===== config.mk =====
export PLATFORM = sky130hd
export DESIGN_NAME = aud_dsp_feeder
export DESIGN_NICKNAME = d
export VERILOG_FILES = /design/src/rtl/aud_dsp_feeder.sv
export SDC_FILE = /design/constraint.sdc
export NUM_CORES = 1
export LEC_CHECK = 0
export BUFFER_PORTS_ARGS = -buffer_cell sky130_fd_sc_hd__buf_4
export CELL_PAD_IN_SITES_DETAIL_PLACEMENT = 0
export CELL_PAD_IN_SITES_GLOBAL_PLACEMENT = 1
export CORE_MARGIN = 4
export CORE_UTILIZATION = 48
export DETAILED_ROUTE_END_ITERATION = 8
export HOLD_SLACK_MARGIN = 0.15
export PLACE_DENSITY_LB_ADDON = 0.1
export SYNTH_ARGS = -nofsm -noshare
export SYNTH_HDL_FRONTEND = slang
export SYNTH_SLANG_ARGS = --single-unit
export TNS_END_PERCENT = 10

===== constraint.sdc =====
create_clock -name i_bclk -period 61.7 [get_ports i_bclk]
set_input_delay 15.425 -clock i_bclk [delete_from_list [all_inputs] [get_ports i_bclk]]
set_output_delay 15.425 -clock i_bclk [all_outputs]
set_load 0.02 [all_outputs]

===== src/rtl/aud_dsp_feeder.sv =====
// aud_dsp_feeder: fetches 16-bit PCM words from an asynchronous SRAM and presents
// one sample per LRCK frame to the DAC serializer. It supports fast (skip), slow
// zero-order-hold and slow linear-interpolation playback.
`timescale 1ns/1ps
module aud_dsp_feeder #(
    parameter int DATA_W  = 16,
    parameter int ADDR_W  = 20,
    parameter int SPEED_W = 3
) (
    input  logic              i_bclk,
    input  logic              i_rst_n,
    input  logic              i_daclrck,
    input  logic              i_start,
    input  logic              i_pause,
    input  logic              i_stop,
    input  logic              i_fast,
    input  logic              i_slow_0,
    input  logic              i_slow_1,
    input  logic [SPEED_W-1:0] i_speed,
    input  logic [ADDR_W-1:0]  i_end_addr,
    input  logic [DATA_W-1:0]  i_sram_data,
    output logic [ADDR_W-1:0]  o_sram_addr,
    output logic [DATA_W-1:0]  o_dac_data,
    output logic               o_en,
    output logic               o_done,
    output logic [1:0]         o_state
);

    localparam int SW = SPEED_W + 1;          // width of speed factor S (1..2^SPEED_W)
    localparam int PW = DATA_W + SPEED_W + 1; // signed product width for interpolation

    typedef enum logic [1:0] {ST_IDLE = 2'd0, ST_PLAY = 2'd1, ST_PAUSE = 2'd2} state_t;
    typedef enum logic [1:0] {M_NORM, M_FAST, M_SLOW0, M_SLOW1} mode_t;

    state_t              state;
    mode_t               mode_r, in_mode, eff_mode;
    logic [SW-1:0]       s_r, in_s, eff_s, step;
    logic [SPEED_W-1:0]  k;
    logic [ADDR_W-1:0]   addr;
    logic [DATA_W-1:0]   prev_r, cur_r;
    logic                lrck_d, frame;
    logic                boundary, at_end;
    logic [ADDR_W:0]     addr_sum;
    logic signed [DATA_W:0] diff;
    logic signed [PW-1:0] diff_x, k_x, s_x, prod, quot;
    logic [DATA_W-1:0]   interp, sample;

    assign frame       = i_daclrck & ~lrck_d;
    assign o_sram_addr = addr;
    assign o_state     = state;

    // Mode/speed decode. The live inputs are used only at a sample boundary (k==0);
    // mid-sample the values latched at that boundary stay in force.
    always_comb begin
        if (i_fast)
            in_mode = M_FAST;
        else if (i_slow_1)
            in_mode = M_SLOW1;
        else if (i_slow_0)
            in_mode = M_SLOW0;
        else
            in_mode = M_NORM;
        in_s     = (in_mode == M_NORM) ? SW'(1) : ({1'b0, i_speed} + SW'(1));
        eff_mode = (k == '0) ? in_mode : mode_r;
        eff_s    = (k == '0) ? in_s : s_r;
        step     = (eff_mode == M_FAST) ? eff_s : SW'(1);
        boundary = (eff_mode == M_NORM) || (eff_mode == M_FAST) ||
                   ({1'b0, k} == (eff_s - SW'(1)));
        addr_sum = {1'b0, addr} + {{(ADDR_W + 1 - SW){1'b0}}, step};
        at_end   = addr_sum > {1'b0, i_end_addr};
    end

    // Linear interpolation: prev + trunc((cur - prev) * k / S). The signed division
    // truncates toward zero, and the result always lies between prev and cur.
    always_comb begin
        diff   = $signed({cur_r[DATA_W-1], cur_r}) - $signed({prev_r[DATA_W-1], prev_r});
        diff_x = {{(PW - DATA_W - 1){diff[DATA_W]}}, diff};
        k_x    = {{(PW - SPEED_W){1'b0}}, k};
        s_x    = {{(PW - SW){1'b0}}, eff_s};
        prod   = diff_x * k_x;
        quot   = prod / s_x;
        interp = prev_r + quot[DATA_W-1:0];
        sample = (eff_mode == M_SLOW1) ? interp : cur_r;
    end

    // Transport FSM plus per-frame sample/address sequencing. The outputs are registered.
    always_ff @(posedge i_bclk or negedge i_rst_n) begin
        if (!i_rst_n) begin
            state      <= ST_IDLE;
            mode_r     <= M_NORM;
            s_r        <= '0;
            k          <= '0;
            addr       <= '0;
            prev_r     <= '0;
            cur_r      <= '0;
            lrck_d     <= 1'b0;
            o_dac_data <= '0;
            o_en       <= 1'b0;
            o_done     <= 1'b0;
        end else begin
            lrck_d <= i_daclrck;
            o_done <= 1'b0;
            if (state == ST_PLAY)
                cur_r <= i_sram_data;
            if (i_stop) begin
                state      <= ST_IDLE;
                o_en       <= 1'b0;
                addr       <= '0;
                k          <= '0;
                o_dac_data <= '0;
            end else begin
                case (state)
                    ST_IDLE: begin
                        if (i_start) begin
                            state      <= ST_PLAY;
                            o_en       <= 1'b1;
                            addr       <= '0;
                            k          <= '0;
                            prev_r     <= '0;
                            o_dac_data <= '0;
                        end
                    end
                    ST_PLAY: begin
                        if (i_pause) begin
                            state <= ST_PAUSE;
                            o_en  <= 1'b0;
                        end else if (frame) begin
                            o_dac_data <= sample;
                            if (k == '0) begin
                                mode_r <= in_mode;
                                s_r    <= in_s;
                            end
                            if (boundary) begin
                                k      <= '0;
                                prev_r <= cur_r;
                                if (at_end) begin
                                    o_done <= 1'b1;
                                    state  <= ST_IDLE;
                                    o_en   <= 1'b0;
                                    addr   <= '0;
                                end else begin
                                    addr <= addr_sum[ADDR_W-1:0];
                                end
                            end else begin
                                k <= k + SPEED_W'(1);
                            end
                        end
                    end
                    ST_PAUSE: begin
                        if (i_start) begin
                            state <= ST_PLAY;
                            o_en  <= 1'b1;
                        end
                    end
                    default: begin
                        state <= ST_IDLE;
                        o_en  <= 1'b0;
                    end
                endcase
            end
        end
    end

endmodule


==> run_results.csv, run 1 <==
group,metric,value,unit
sta,setup_viol,0,
die,die_x,191,microns
finish,final_nets,2434,
placement,gp_congestion,0.896,
route,wl,45.6,mm
sta,finalMaxSlewViolations,0,
global_route,grt_max_degree,64,
status,status,"completed",
finish,finalNonFillerCells,2640,
clocking,cts_max_level,3,
route,drt_iter0_markers,806,
finish,drive_above_1_share,12.6,%
setup_path,crit_top_cell,"o21a_1",
yosys,synthSimpleGateAreaFrac,27.1,%
finish,antenna_cells,0,
yosys,synth_top_area_share,13.5,%
yosys,synth_cell_types,121,
yosys,netlist.top_cell.by_area,"ha_1",
die,initial_core_util,48.9,%
yosys,synthXorXnorAreaFrac,7.82,%
finish,final_cell_mix,"nand2_1 (253), ha_1 (172), nor2_1 (163), inv_1 (134), o21ai_0 (127)",
clocking,path_clk_slew,0.06,ns
run,drv_cap,0,
min_path,hp-class,"flop to flop",
die,core,0.0327,sq mm
setup_path,endpoint,"o_dac_data[15]",
setup_path,critPathTopFamily,"compound AO/OA/AOI/OAI gates",
setup_path,r2r_setup_slack,13.25,ns
yosys,synth_ff_type,"dfrtp_1",
global_route,antenna_found_initial,0,
yosys,synth_compound_area_share,27.9,%
setup_path,critical_path_class,"primary input to flop",
yosys,synth.ff_latch_count,81,
route,first_pass_iters,5,
placement,placed_cells,2615,
global_route,grtUsageMet1,34.6,%
setup_path,path_max_fanout,13,
placement,dp_hpwl,37.0,mm
yosys,synth_nets,2369,
yosys,synth_top_family_by_area,"compound AO/OA/AOI/OAI gates",
route,wl_per_cell,17.3,microns
setup_path,timing.critical_path.from,"i_fast",
yosys,synthAdderAreaFrac,16.0,%
die,ios,88,
yosys,yosysSeqAreaShare,12.7,%
route,postRouteAntennaNets,0,
global_route,use_met3,2.60,%
die,chipHeight,191,microns
global_route,track_usage,24.8,%
setup_path,cp_slowest_cell,"or4_4",
yosys,avgSynthCellArea,7.51,sq um
clocking,cts-root-buf,"clkbuf_16",
yosys,synth_area_leaders,"ha_1 (13%), dfrtp_1 (13%), nand2_1 (5.9%)",
route,via_per_inst,5.95,
clocking,cts_tree,"yes",
sta,final-hold-violation-count,0,
sta,fmax,17.2,MHz
yosys,muxShareOfSynthArea,3.73,%
setup_path,slowest_delay,0.71,ns
global_route,grt_first_pass_wirelength,76.4,mm
setup_path,cp_num_buf_inv,5,
finish,area_growth,10.4,%
yosys,syn-cell-area,0.0160,sq mm
yosys,synth_edf_count,0,
setup_path,cp-end-kind,"flop",
die,fp-row-count,66,
yosys,syn_inst,2129,
clocking,cts_buffers,9,
setup_path,required,61.93,ns
finish,fill_cells,3305,
sta,finalCritPeriodShare,94.1,%
global_route,top_usage_layer,"met2",
clocking,clock_latency,0.35,ns
route,num_vias,15719,
die,dieArea,0.0363,sq mm
finish,layout_commonest_cell,"nand2_1",
setup_path,critPathLaunchType,"primary input",
sta,clock_skew,0.00786,ns
global_route,first_global_vias,15281,
clocking,cts_buffer_depth,2,
sta,relSlewSlack,20.4,%
setup_path,reg2reg_depth,232,
yosys,ys_warn_count,0,
setup_path,r2r_end,"o_dac_data[15]",
placement,io_buffer_count,87,
sta,worst_pin_slew,1.19,ns
clocking,cts_hold_buf,0,
route,drc,0,
global_route,use_met2,42.3,%
setup_path,cp.arrival,58.30,ns
setup_path,r2r-start,"prev_r[1]",
yosys,synth_async_sr_flop_share,100,%
clocking,clock-sinks,81,
setup_path,cp.depth,203,
global_route,grt_remaining_overflow,0,
sta,min_period,58.07,ns
==> final cells by class <==
class                   instances  area (sq um)  share of cell area [%]
repair buffers                109           831                    4.71
flip-flops and latches         81          2030                    11.5
inverters                     135           507                    2.87
well taps                     442           553                    3.13
multi-input cells            1858         13400                    76.1
clock inverters                 4          51.3                   0.291
clock buffers                  11           253                    1.43
==> flip-flops by register name, summed over array words and instances (netlist names) <==
signal       flops
prev_r          16
o_state          1
s_r              4
mode_r           2
o_en             1
o_dac_data      16
cur_r           16
o_done           1
k                3
lrck_d           1
o_sram_addr     20
==> layer usage <==
metal	routed length [microns]	vias to the layer above
li1	-	7928
met1	22100	7478
met2	21200	267
met3	1520	46
met4	699	0
met5	0	-
==> cell usage after synthesis (41+ instances only) <==
library cell  count
dfrtp_1          81
o21ai_0         129
nand2b_1         41
nor2_1          166
and2_1           57
nand2_1         253
nor3_1           77
nand3_1          46
a21o_1           57
xnor2_1          85
xor2_1           56
a21oi_1         129
inv_1           134
o21a_1           53
ha_1            172
==> worst min path at each step <==
stage	startpoint	endpoint	slack, ns	cells past startpoint
6_report	o_dac_data[7]	o_dac_data[7]	0.48	2
5_1_grt	s_r[2]	s_r[2]	0.53	2
4_1_cts	o_dac_data[11]	o_dac_data[11]	0.49	2
3_5_place_dp	o_dac_data[11]	o_dac_data[11]	0.47	2
3_3_place_gp	o_dac_data[11]	o_dac_data[11]	0.47	2
2_1_floorplan	s_r[0]	s_r[0]	0.45	2
==> tightest hold or removal path, cell delays in order (launching register included) <==
cell and delay (ns):
dfrtp_1 0.34, nand2_1 0.04, o21ai_0 0.06
==> cell families (layout without fill, tap and decap cells) <==
group	count (synthesis)	after routing
AOI/OAI and AO/OA	622	622
xor gates and xnor gates	142	142
and+or+nand+nor	844	844
adders and majority gates	193	193
DFF	81	81
buffers and inverters	190	259
muxes	57	57
==> what timing repair did <==
| item | CTS | global route |
|---|---|---|
| gates resized for setup | 0 | 41 |
| setup buffers | 0 | 10 |
| endpoints found under the setup margin | 0 | 16 |
==> per-stage QoR <==
stage | utilization (%) | instance area, sq um | worst slack [ns] | setup TNS [ns] | hold slack, ns
3_5_place_dp | 52.2 | 17100 | 0.409 | 0 | 0.472
4_1_cts | 53.1 | 17400 | 0.643 | 0 | 0.486
6_report | 54.0 | 17700 | 3.63 | 0 | 0.483
5_1_grt | 54.0 | 17700 | -0.0396 | -0.0396 | 0.526
2_1_floorplan | - | 16000 | 5.37 | 0 | 0.450
3_3_place_gp | 52.2 | 17100 | 1.80 | 0 | 0.465
Power of run 1 is left out: the tool's default activity adds up to more than one toggle a clock period on the data nets, which glitch-free logic cannot reach.
==> inputs of run 2 (changes only) <==
--- a/config.mk
+++ b/config.mk
@@ -5,11 +5,12 @@
 export SDC_FILE = /design/constraint.sdc
 export NUM_CORES = 1
 export LEC_CHECK = 0
+export ABC_AREA = 1
 export BUFFER_PORTS_ARGS = -buffer_cell sky130_fd_sc_hd__buf_4
 export CELL_PAD_IN_SITES_DETAIL_PLACEMENT = 0
 export CELL_PAD_IN_SITES_GLOBAL_PLACEMENT = 1
 export CORE_MARGIN = 4
-export CORE_UTILIZATION = 48
+export CORE_UTILIZATION = 45
 export DETAILED_ROUTE_END_ITERATION = 8
 export HOLD_SLACK_MARGIN = 0.15
 export PLACE_DENSITY_LB_ADDON = 0.1
==> run_results.csv, run 2 <==
group,metric,value,unit
yosys,avgSynthCellArea,6.09,sq um
global_route,antenna_found_initial,0,
finish,final_cell_mix,"nand2_1 (690), inv_1 (474), nor2_1 (244), nand3_1 (213), ha_1 (172)",
yosys,synth_top_area_share,15.5,%
finish,area_growth,8.15,%
die,fp-row-count,70,
setup_path,r2r_end,"o_dac_data[15]",
min_path,hp-class,"flop to flop",
status,status,"completed",
global_route,grt_remaining_overflow,0,
die,core,0.0365,sq mm
setup_path,r2r_setup_slack,19.66,ns
yosys,synth_ff_type,"dfrtp_1",
route,first_pass_iters,5,
clocking,clock_latency,0.35,ns
placement,gp_congestion,0.909,
route,num_vias,17064,
global_route,track_usage,23.5,%
finish,largest_reg_flops,20,
sta,fmax,18.9,MHz
sta,setup_tns,0,ns
yosys,syn_inst,2738,
setup_path,path_max_fanout,19,
global_route,use_met2,41.7,%
clocking,post_cts_resized,0,
clocking,cts_buffer_depth,2,
yosys,synth_async_sr_flop_share,100,%
clocking,clock-sinks,81,
route,drt_iter0_markers,932,
die,dieArea,0.0402,sq mm
setup_path,reg2reg_depth,260,
setup_path,crit_top_cell,"nand2_1",
finish,antenna_cells,0,
finish,drive_above_1_share,12.4,%
route,via_per_inst,5.20,
route,wl_per_cell,14.7,microns
global_route,grt_max_degree,59,
setup_path,required,61.93,ns
setup_path,r2r-start,"prev_r[1]",
setup_path,slowest_delay,0.50,ns
setup_path,critical_path_class,"primary input to flop",
setup_path,critPathLaunchType,"primary input",
finish,layout_commonest_cell,"nand2_1",
sta,rsz0062_at_grt,"false",
clocking,cts_max_level,3,
min_path,hp-start,"mode_r[0]",
sta,min_period,52.78,ns
sta,worst_pin_slew,0.858,ns
yosys,synth_edf_count,0,
yosys,synth_commonest_cells,"nand2_1 (690), inv_1 (474), nor2_1 (245), nand3_1 (213), ha_1 (172)",
finish,fill_cells,3911,
global_route,top_usage_layer,"met2",
die,initial_core_util,45.6,%
clocking,cts-root-buf,"clkbuf_16",
placement,io_buffer_count,87,
yosys,syn-cell-area,0.0167,sq mm
min_path,whs_path_depth,2,
placement,placed_cell_area,0.0177,sq mm
clocking,cts_hold_buf,0,
sta,relSlewSlack,42.6,%
run,drv_cap,0,
yosys,synth_area_leaders,"nand2_1 (16%), ha_1 (13%), dfrtp_1 (12%)",
sta,setup_viol,0,
finish,finalInstanceArea,0.0180,sq mm
global_route,grtUsageMet1,31.8,%
yosys,ys_warn_count,0,
sta,finalMaxSlewViolations,0,
clocking,path_clk_slew,0.06,ns
sta,clock_skew,0.0100,ns
clocking,cts_buffers,9,
yosys,yosysSeqAreaShare,12.2,%
sta,final-hold-violation-count,0,
die,ios,88,
yosys,yosysMostFrequentCell,"nand2_1",
yosys,synth_nets,2978,
global_route,use_met3,2.08,%
setup_path,cp_slowest_cell,"a21oi_1",
finish,final_nets,3050,
yosys,synth.ff_latch_count,81,
route,wl,48.3,mm
route,drc,0,
min_path,holdPathEnd,"mode_r[0]",
sta,finalCritPeriodShare,85.5,%
setup_path,cp-end-kind,"flop",
die,chipHeight,200,microns
global_route,grt_first_pass_wirelength,80.3,mm
yosys,synth_cell_types,60,
clocking,post_cts_buffers,0,
clocking,cts_tree,"yes",
setup_path,cp.arrival,53.01,ns
die,die_x,200,microns
placement,dp_hpwl,40.7,mm
route,postRouteAntennaNets,0,
global_route,first_global_vias,16290,
yosys,netlist.top_cell.by_area,"nand2_1",
sta,holdWs,0.480,ns
==> run 2: cell count changes in the layout (fill, tap and decap cells not counted), moves of 51 or more <==
cell     before  now
xnor2_1      84   22
nand2_1     253  690
nor2_1      163  244
nand2_2       2   65
nor3_1       75   24
inv_1       134  474
a21o_1       57    5
nand3_1      45  213
==> run 2: how the worst max path moves through the flow <==
stage	from	end	slack, ns	depth (start not counted)
floorplan	i_slow_1	o_dac_data[15]	13.21	244
global placement	i_slow_1	o_dac_data[15]	10.44	239
detailed placement	i_slow_1	o_dac_data[15]	8.74	239
CTS	i_slow_1	o_dac_data[15]	9.03	240
global route	i_slow_1	o_dac_data[15]	4.31	241
finish	i_slow_1	o_dac_data[15]	8.92	238
==> run 2: critical path, delay by kind of cell <==
kind            cells  cell delay [ns]
simple gates      104            13.26
compound gates     69            12.93
fa+ha+maj          21             6.24
buf+inv            41             4.53
xor+xnor            3             0.52
==> run 2: cells by family (layout without fill, tap and decap cells) <==
| group | Yosys count | in the layout | share of synthesized area [%] |
|---|---|---|---|
| flip-flops | 81 | 81 | 12.2 |
| AO/OA/AOI/OAI | 343 | 343 | 11.8 |
| AND/OR/NAND/NOR | 1451 | 1451 | 41.3 |
| adder cells (fa/ha/maj) | 192 | 192 | 15.3 |
| XOR/XNOR | 120 | 120 | 6.35 |
| buffers and inverters | 551 | 628 | 13.1 |
==> run 2: layer usage <==
layer / routed length [microns] / vias to the layer above / part of all wire, %
li1: - / 8919 / -
met1: 22800 / 7803 / 47
met2: 23200 / 306 / 48
met3: 1720 / 36 / 3.5
met4: 622 / 0 / 1.3
met5: 0 / - / 0
==> run 2: metrics by stage <==
step | instances | util, % | setup slack (ns)
2_1_floorplan | 2738 | - | 13.21
6_report | 3283 | 49.3 | 8.92
3_3_place_gp | 3267 | 48.6 | 10.44
3_5_place_dp | 3267 | 48.6 | 8.74
5_1_grt | 3283 | 49.3 | 4.31
4_1_cts | 3283 | 49.3 | 9.03
==> run 2: layout make-up <==
cell class | instances | area (sq um) | share of cell area [%]
Tap cell | 468 | 586 | 3.25
Clock buffer | 9 | 225 | 1.25
Inverter | 517 | 1940 | 10.8
Sequential cell | 81 | 2030 | 11.2
Timing Repair Buffer | 95 | 713 | 3.96
Clock inverter | 7 | 58.8 | 0.326
Multi-Input combinational cell | 2106 | 12500 | 69.2
Power of run 2 is left out for the same reason.
==> inputs of run 3 (changes only) <==
--- a/config.mk
+++ b/config.mk
@@ -9,6 +9,7 @@
 export BUFFER_PORTS_ARGS = -buffer_cell sky130_fd_sc_hd__buf_4
 export CELL_PAD_IN_SITES_DETAIL_PLACEMENT = 0
 export CELL_PAD_IN_SITES_GLOBAL_PLACEMENT = 1
+export CORE_ASPECT_RATIO = 1.75
 export CORE_MARGIN = 4
 export CORE_UTILIZATION = 45
 export DETAILED_ROUTE_END_ITERATION = 8
==> run_results.csv, run 3 (synthesized netlist as in run 2, its figures left out) <==
group,metric,value,unit
status,status,"completed",
clocking,cts_tree,"yes",
route,num_vias,17185,
run,drv_cap,0,
global_route,grt_first_pass_wirelength,83.8,mm
sta,clock_skew,0.00879,ns
sta,min_period,52.72,ns
route,wl,51.4,mm
clocking,path_clk_slew,0.06,ns
route,first_pass_iters,5,
finish,final_nets,3049,
sta,rsz0062_at_grt,"false",
clocking,clock_latency,0.34,ns
sta,setup_tns,0,ns
route,drc,0,
clocking,cts_buffer_depth,2,
setup_path,path_max_fanout,19,
setup_path,critical_path_class,"primary input to flop",
sta,worst_pin_slew,1.05,ns
global_route,grt_max_degree,82,
setup_path,slowest_delay,0.49,ns
clocking,post_cts_resized,0,
setup_path,required,61.94,ns
die,ios,88,
setup_path,cp_slowest_cell,"a21oi_1",
die,die_x,153,microns
sta,setup_viol,0,
finish,final_cell_mix,"nand2_1 (690), inv_1 (474), nor2_1 (244), nand3_1 (213), ha_1 (172)",
finish,antenna_cells,0,
clocking,cts_hold_buf,0,
die,initial_core_util,45.5,%
global_route,track_usage,25.1,%
route,wl_per_cell,15.6,microns
placement,dp_hpwl,43.9,mm
route,postRouteAntennaNets,0,
die,chipHeight,263,microns
finish,layout_commonest_cell,"nand2_1",
setup_path,r2r-start,"prev_r[1]",
placement,io_buffer_count,87,
clocking,cts-root-buf,"clkbuf_16",
setup_path,cp.arrival,52.96,ns
global_route,first_global_vias,17115,
finish,area_growth,8.64,%
setup_path,reg2reg_depth,263,
route,via_per_inst,5.22,
setup_path,crit_top_cell,"nand2_1",
sta,finalMaxSlewViolations,0,
die,fp-row-count,93,
die,core,0.0367,sq mm
clocking,clock-sinks,81,
die,dieArea,0.0403,sq mm
setup_path,cp-end-kind,"flop",
global_route,grt_remaining_overflow,0,
route,drt_iter0_markers,809,
sta,final-hold-violation-count,0,
finish,largest_reg_flops,20,
sta,fmax,19.0,MHz
min_path,hp-start,"mode_r[0]",
min_path,holdPathEnd,"mode_r[0]",
min_path,hp-class,"flop to flop",
clocking,cts_buffers,9,
min_path,whs_path_depth,2,
clocking,post_cts_buffers,0,
global_route,antenna_found_initial,0,
clocking,cts_max_level,3,
sta,relSlewSlack,30.1,%
setup_path,r2r_setup_slack,19.83,ns
sta,finalCritPeriodShare,85.4,%
setup_path,r2r_end,"o_dac_data[15]",
placement,gp_congestion,0.935,
setup_path,critPathLaunchType,"primary input",
finish,drive_above_1_share,12.3,%
-- run 3: cell count changes in the layout (fill, tap and decap cells not counted) --
cell        before  now
clkinvlp_4       2    0
buf_4           95   94
bufinv_16        0    3
clkbuf_8         0    2
a31oi_4          0    1
inv_6            4    0
clkbuf_1         0    1
a31oi_2          1    0
-- run 3: worst max-delay path by stage --
stage	startpoint	endpoint	slack, ns	cells after the start
after floorplan	i_slow_1	o_dac_data[15]	13.21	244
after global placement	i_slow_1	o_dac_data[15]	10.02	240
after detailed placement	i_slow_1	o_dac_data[15]	8.60	241
after CTS	i_slow_1	o_dac_data[15]	8.89	241
after global routing	i_slow_1	o_dac_data[15]	4.36	242
final	i_slow_1	o_dac_data[15]	8.98	241
-- run 3: cell type report --
| class | instances | area [sq um] |
|---|---|---|
| flip-flops and latches | 81 | 2030 |
| fillers | 3949 | 18600 |
| clock buffers | 12 | 256 |
| well taps | 475 | 594 |
| multi-input cells | 2106 | 12500 |
| repair buffers | 94 | 706 |
| inverters | 517 | 1940 |
| clock inverters | 4 | 98.8 |
-- run 3: worst max-delay path, delay by kind of cell --
kind | cells | cell delay (ns)
compound gates | 70 | 12.54
xor+xnor | 3 | 0.62
fa+ha+maj | 21 | 6.11
buf+inv | 41 | 4.54
simple gates | 106 | 13.66
-- run 3: through the flow --
| stage | util (%) | hold WS, ns | area, sq um | worst slack [ns] | std cells |
|---|---|---|---|---|---|
| detailed placement | 48.4 | 0.469 | 17700 | 8.60 | 3273 |
| floorplan | - | 0.448 | 16700 | 13.21 | 2738 |
| finish | 49.4 | 0.489 | 18100 | 8.98 | 3289 |
| CTS | 49.4 | 0.485 | 18100 | 8.89 | 3289 |
| global placement | 48.4 | 0.468 | 17700 | 10.02 | 3273 |
| global route | 49.4 | 0.514 | 18100 | 4.36 | 3289 |
-- run 3: per-layer routing --
layer	track usage, %	routed length, microns	up-vias
met4	10.9	2530	0
met2	50.6	28600	286
met5	0	0	-
li1	-	-	8919
met3	1.50	1060	113
met1	26.2	19300	7867
Power of run 3 is left out for the same reason.
